### config.mk
export PLATFORM = sky130hd
export DESIGN_NAME = adder_share_arb
export DESIGN_NICKNAME = d
export VERILOG_FILES = /design/src/rtl/adder_share_arb.sv
export SDC_FILE = /design/constraint.sdc
export NUM_CORES = 1
export LEC_CHECK = 0
export BUFFER_PORTS_ARGS = -buffer_cell sky130_fd_sc_hd__buf_2
export CAP_MARGIN = 20
export CORE_AREA = 2 2 69 71
export CTS_CLUSTER_DIAMETER = 50
export DETAILED_ROUTE_END_ITERATION = 6
export DIE_AREA = 0 0 71 73
export PLACE_DENSITY = 0.93
export SETUP_SLACK_MARGIN = 0.15
export SYNTH_ARGS = -nofsm -noshare
export SYNTH_HDL_FRONTEND = slang
export SYNTH_SLANG_ARGS = --single-unit
### constraint.sdc
create_clock -name clk -period 3.55 [get_ports clk]
set_input_delay 0.355 -clock clk [delete_from_list [all_inputs] [get_ports clk]]
set_output_delay 0.355 -clock clk [all_outputs]
set_load 0.01 [all_outputs]
### src/rtl/adder_share_arb.sv
// rtl/adder_share_arb.sv - round-robin arbiter sharing one two-stage pipelined adder
// Optional build: define ADDER_SHARE_SAT_EN to saturate res_sum instead of returning the carry.
module adder_share_arb #(
  parameter int NREQ  = 4,
  parameter int WIDTH = 8,
  parameter int IDW   = 2
) (
  input  logic                  clk,
  input  logic                  reset_n,
  input  logic [NREQ-1:0]       req_valid,
  output logic [NREQ-1:0]       req_ready,
  input  logic [NREQ*WIDTH-1:0] req_a,
  input  logic [NREQ*WIDTH-1:0] req_b,
  output logic                  res_valid,
  input  logic                  res_ready,
  output logic [IDW-1:0]        res_id,
  output logic [WIDTH:0]        res_sum,
  output logic [1:0]            inflight
);

  localparam logic [IDW:0] NREQ_W = (IDW+1)'(NREQ);

  logic             op_valid;
  logic [IDW-1:0]   op_id;
  logic [WIDTH-1:0] op_a;
  logic [WIDTH-1:0] op_b;
  logic [IDW-1:0]   ptr;

  logic             adv0;
  logic             adv1;
  logic             grant_found;
  logic [IDW-1:0]   grant_idx;
  logic [IDW:0]     scan;
  logic             xfer;
  logic [WIDTH-1:0] sel_a;
  logic [WIDTH-1:0] sel_b;
  logic [WIDTH:0]   sum_full;
  logic [WIDTH:0]   sum_next;

  assign adv1 = ~res_valid | res_ready;
  assign adv0 = ~op_valid | adv1;

  // Scan from ptr upward, wrapping modulo NREQ; first asserted valid wins.
  always_comb begin
    grant_found = 1'b0;
    grant_idx   = '0;
    scan        = '0;
    for (int k = 0; k < NREQ; k++) begin
      scan = {1'b0, ptr} + (IDW+1)'(k);
      if (scan >= NREQ_W) scan = scan - NREQ_W;
      if (!grant_found && req_valid[scan[IDW-1:0]]) begin
        grant_found = 1'b1;
        grant_idx   = scan[IDW-1:0];
      end
    end
  end

  always_comb begin
    req_ready = '0;
    if (reset_n && adv0 && grant_found) req_ready[grant_idx] = 1'b1;
  end

  assign xfer  = |req_ready;
  assign sel_a = req_a[int'(grant_idx)*WIDTH +: WIDTH];
  assign sel_b = req_b[int'(grant_idx)*WIDTH +: WIDTH];

  assign sum_full = {1'b0, op_a} + {1'b0, op_b};
`ifdef ADDER_SHARE_SAT_EN
  assign sum_next = sum_full[WIDTH] ? {1'b0, {WIDTH{1'b1}}} : sum_full;
`else
  assign sum_next = sum_full;
`endif

  always_ff @(posedge clk or negedge reset_n) begin
    if (!reset_n) begin
      op_valid <= 1'b0;
      op_id    <= '0;
      op_a     <= '0;
      op_b     <= '0;
      ptr      <= '0;
    end else begin
      if (adv0) begin
        op_valid <= xfer;
        if (xfer) begin
          op_id <= grant_idx;
          op_a  <= sel_a;
          op_b  <= sel_b;
        end
      end
      if (xfer) ptr <= (grant_idx == IDW'(NREQ-1)) ? '0 : grant_idx + IDW'(1);
    end
  end

  always_ff @(posedge clk or negedge reset_n) begin
    if (!reset_n) begin
      res_valid <= 1'b0;
      res_id    <= '0;
      res_sum   <= '0;
    end else if (adv1) begin
      res_valid <= op_valid;
      res_id    <= op_id;
      res_sum   <= sum_next;
    end
  end

  assign inflight = {1'b0, op_valid} + {1'b0, res_valid};

endmodule

; ---- After elaboration in Yosys (flattened, before gate mapping)
; Cells that the tools add are included.
[word_totals]
register_bits = 33
latch_bits = 0
ram_bits = 0
romBits = 0
input_bits = 71
output_inout_bits = 18
elab_cells = 70
memories = 0
[op_classes]
addsub = 10
n_mul = 0
div_mod_pow = 0
magnitude_cmp = 10
n_eq_ne = 1
shift = 2
n_mux = 24
n_bitwise = 4
reduce_logical = 11
[op_table]
columns = op, n
row1 = indexed part select 32 x 6 -> 8 bit, 2
row2 = two-way mux 2 bit, 9
row3 = "< comparator 2 x 3 -> 1 bit, second input constant", 5
row4 = adder 8 x 8 -> 9 bit, 1
row5 = ">= comparator 3 bit, second input constant", 3
row6 = two-way mux 1 bit, 9
row7 = binary-select mux 1 bit (select 2 bit), 4
row8 = "subtractor 2 x 1 -> 2 bit, second input constant", 4
row9 = "adder 2 x 2 -> 3 bit, second input constant", 2
row10 = logical AND 1 bit, 6
row11 = two-way mux 4 bit, 1
row12 = OR reduction 4 bit, 1
row13 = "adder 2 x 1 -> 3 bit, second input constant", 1
row14 = ">= comparator 2 x 3 -> 1 bit, second input constant", 1
row15 = zero test 1 bit, 3
row16 = adder 1 x 1 -> 2 bit, 1
row17 = "adder 2 x 1 -> 2 bit, second input constant", 1
row18 = demux 1 bit (select 2 bit), 1
row19 = "equality test 2 bit, second input constant", 1
row20 = ">= comparator 2 x 1 -> 1 bit, second input constant", 1
row21 = NOT 1 bit, 2
row22 = OR 1 bit, 2
row23 = AND reduction 2 bit, 1

; ---- Logic depth before layout (Yosys ltp)
[logic_depth]
ltp_word = 21
ltp_mapped = 11
depth_no_buf = 8

; ---- Worst setup path after synthesis
; Ideal clock, no wire load.
[synth_timing]
path_type = flip-flop to flip-flop
start = reg ptr[1]
end = reg ptr[1]
setup_ps = 125
t_arrival_ps = 2259
t_required_ps = 3425
slack_ps = 1166
stages_incl_launch_ff = 11
n_path_buf = 3
synth_period_minus_slack_ps = 2384
cell_sequence = dfrtp_1 a21oi_1 o21a_1 o22ai_1 buf_2 buf_2 inv_1 ha_1 o31a_1 buf_2 mux2_4
[synth_via]
elab_chain_cells = 20
elab_cells_between_ends = 48
cone_classes = add/sub (8) / order compare (6) / eq/ne (1) / mux (24) / reduce/logical (9)
[synth_rtl]
columns = element, line_no
row1 = start: declaration, 27  ; logic [IDW-1:0] ptr;
row2 = start signal: assignment, 90  ; if (xfer) ptr <= (grant_idx == IDW'(NREQ-1)) ? '0 : grant_idx + IDW'(1);
row3 = branches (longest 20 deep; another with adder 2 x 1 -> 3 bit), --
; Parallel ways; which one is timed is not known. The select of a mux whose other input is x is not followed.
; A chain may end at the register's enable or synchronous reset.

; ---- Worst setup path in the final report
[layout_timing]
start = reg ptr[1]
end = reg op_a[7]
[layout_via]
elab_chain_cells = 21
elab_cells_between_ends = 47
cone_classes = add/sub (7) / order compare (6) / shift (1) / mux (23) / reduce/logical (10)
[layout_rtl]
columns = element, line_no
row1 = branches (longest 21 deep; another with adder 2 x 1 -> 3 bit), --
row2 = end signal: assignment, 86  ; op_a <= sel_a;
row3 = end: declaration, 25  ; logic [WIDTH-1:0] op_a;
; Parallel ways; which one is timed is not known. The select of a mux whose other input is x is not followed.

==> metrics.yaml <==
outcome:
  status: "complete, no violations"
timing:
  min_period_ns: 2.75
  grt_setup_unrepaired: "no"
  fin_tns_setup_ns: 0
  hold-worst-slack_ns: 0.0799
  worst_clock_skew_ns: 0.00518
  tightest_slew_ns: 0.671
  timing.final.crit_share: 0.776
  finalSetupViolations: 0
  slew_viol_final: 0
  max_clock_freq_mhz: 363
  hold_viol: 0
  maxSlewHeadroom: 0.552
  fin_ws_ns: 0.796
power_and_ir_drop:
  power.leakage_nw: 1.42
  p_per_area_nw_per_um2: 812
  pwr-share-clk: 0.138
  irDropWorstVdd_v: 0.000327
  pwr-share-comb: 0.562
  swShare: 0.423
  power.share.sequential: 0.300
  p_sw_w: 0.000965
  power.internal_w: 0.00132
critical_path:
  crit_fanout: 18
  cp.arrival_ns: 2.91
  crit_type: "register to register"
  cp-end-kind: "register"
  path_cells: "nand2b_1 -> a21oi_2 -> nor2_4 -> inv_6 -> ha_1 -> o31a_1 -> buf_4 -> o221ai_1"
  max_stage_delay_ns: 0.52
  reg2reg_slack_ns: 0.80
  critPathBufInv: 2
  slowest_stage: "a21oi_2"
  required_ns: 3.70
  cp-start-kind: "register"
  critPathTopFamily: "compound AO/OA/AOI/OAI gates"
clock_network:
  clk_pin_slew_ns: 0.07
  clock_path_buffers: 2
  cts_buffers: 5
  cts.root.buffer_cell: "clkbuf_8"
  tritoncts: "done"
  cts_max_level: 2
  clock_latency_ns: 0.29
  cts_repair_resize_count: 0
  holdBufCountCts: 0
  cts_sinks: 33
  post_cts_buffers: 0
global_route:
  grt_pass1_vias: 2038
  antenna_found_initial: 0
  grt_overflow: 0
  grtUsageTotal: 0.234
  grt_pass1_wl_mm: 9.41
  grt_max_degree: 35
route:
  via_per_inst: 5.76
  wl_met2_mm: 2.83
  drtIter0Drc: 141
  drt_first_pass_iters: 4
  routed_wl_mm: 5.69
  ant_nets: 0
  drt-met1-wl_mm: 2.41
  highest_layer: "met4"
  route.detailed.drc: 0
  wl_per_cell_um: 15.2
  routed-wl-met3_um: 345
  vias: 2155
final_layout:
  final_layout_size_suffix_gt1_frac: 0.356
  diodes: 0
  layout.nets: 402
  mostFrequentLayoutCell: "buf_2"
  layout_common_cells: "88 x buf_2, 33 x dfrtp_1, 23 x inv_1"
  syn2layout_area_growth_pct: 25.1
  postLayoutCoreUtil: 0.620
floorplan:
  core.rowCount: 25
  die-area_sq_um: 5180
  fp.dieH_um: 73
  coreArea_sq_um: 4540
  start_util: 0.496
  dieWidth_um: 71
  ios: 89
logic_synthesis:
  synth_top_area_share: 0.367
  ys_warn_count: 0
  synth.net_count: 316
  async_flop_share: 1.00
  synth_area_leaders: "dfrtp_1 37%, mux2i_1 8.0%, a211o_1 6.2%, o221ai_1 6.2%, ha_1 6.1%"
  ys_seq_area_frac: 0.367
  synth_cells: 233
  ys.flop_type: "dfrtp_1"
  synth-seq-cells: 33
  syn_area_per_cell_sq_um: 9.65
  ys_types: 45
  synth_edf_count: 0
  netlist_area_sq_um: 2250
  synth_largest_area_cell: "dfrtp_1"
placed_design:
  dp_hpwl_mm: 4.35
  post-place-ws_ns: 0.817
  io_buffers: 88
  place_congestion: 0.807
run:
  maxCapViolCount: 0
worst_hold_path:
  hold_class: "input port to async pin"
state kept, by name, indices dropped and copies added (netlist names):
| signal | flops |
|---|---|
| op_valid | 1 |
| res_id | 2 |
| op_b | 8 |
| op_id | 2 |
| res_sum | 9 |
| op_a | 8 |
| ptr | 2 |
| res_valid | 1 |
synth_stat cells, drive strengths merged, types with 3 or more instances:
master / instances
dfrtp: 33
inv: 24
o21ai: 23
mux2i: 18
a211o: 16
nand3: 16
o221ai: 16
ha: 11
nand2: 11
a21oi: 8
buf: 8
clkbuf: 5
mux2: 5
nor2: 4
a21o: 3
o22ai: 3
xor2: 3
routing by layer:
layer / vias up / track usage
li1: 1046 / -
met1: 1020 / 0.307
met2: 80 / 0.381
met3: 9 / 0.0359
met4: 0 / 0.115
met5: - / 0
power by group through the flow:
stage	logic, W	registers (W)	clock network, W
after global routing	0.00143	0.000708	0.000333
after floorplan	0.000942	0.000697	0
final	0.00128	0.000684	0.000314
after global placement	0.00121	0.000681	0
after CTS	0.00128	0.000685	0.000316
after detailed placement	0.00127	0.000689	0
metrics by stage:
| step | power [W] | cells | cell area (sq um) |
|---|---|---|---|
| final | 0.00228 | 374 | 2810 |
| after global routing | 0.00247 | 374 | 2810 |
| after CTS | 0.00228 | 374 | 2810 |
| after detailed placement | 0.00196 | 366 | 2710 |
| after global placement | 0.00189 | 366 | 2710 |
| after floorplan | 0.00164 | 233 | 2250 |
cell families (layout without fill, tap and decap cells):
family,Yosys count,count (layout),share of synthesized area
buffers and inverters,37,124,0.0757
DFF,33,33,0.367
adders and majority gates,12,12,0.0701
xor gates and xnor gates,5,5,0.0195
and+or+nand+nor,41,41,0.0935
muxes,23,23,0.107
AOI/OAI and AO/OA,82,82,0.267
path summary, 6_finish.rpt:
| check | start | end | cells past startpoint |
|---|---|---|---|
| max | ptr[1] | op_a[7] | 8 |
| min | reset_n | op_a[6] | 2 |
| max reg2reg | ptr[1] | op_a[7] | 8 |
| min reg2reg | res_sum[2] | res_sum[2] | 2 |
| max in group asynchronous | reset_n | op_a[4] | 2 |
| min in group clk | req_b[9] | op_b[1] | 3 |
area by class of cell:
class | count | area, sq um
flip-flops and latches | 33 | 826
multi-input cells | 163 | 1250
well taps | 54 | 67.6
clock inverters | 1 | 5.00
inverters | 24 | 95.1
fillers | 368 | 1720
repair buffers | 92 | 470
clock buffers | 7 | 96.3
No activity file was read; power rests on OpenSTA's default activity.
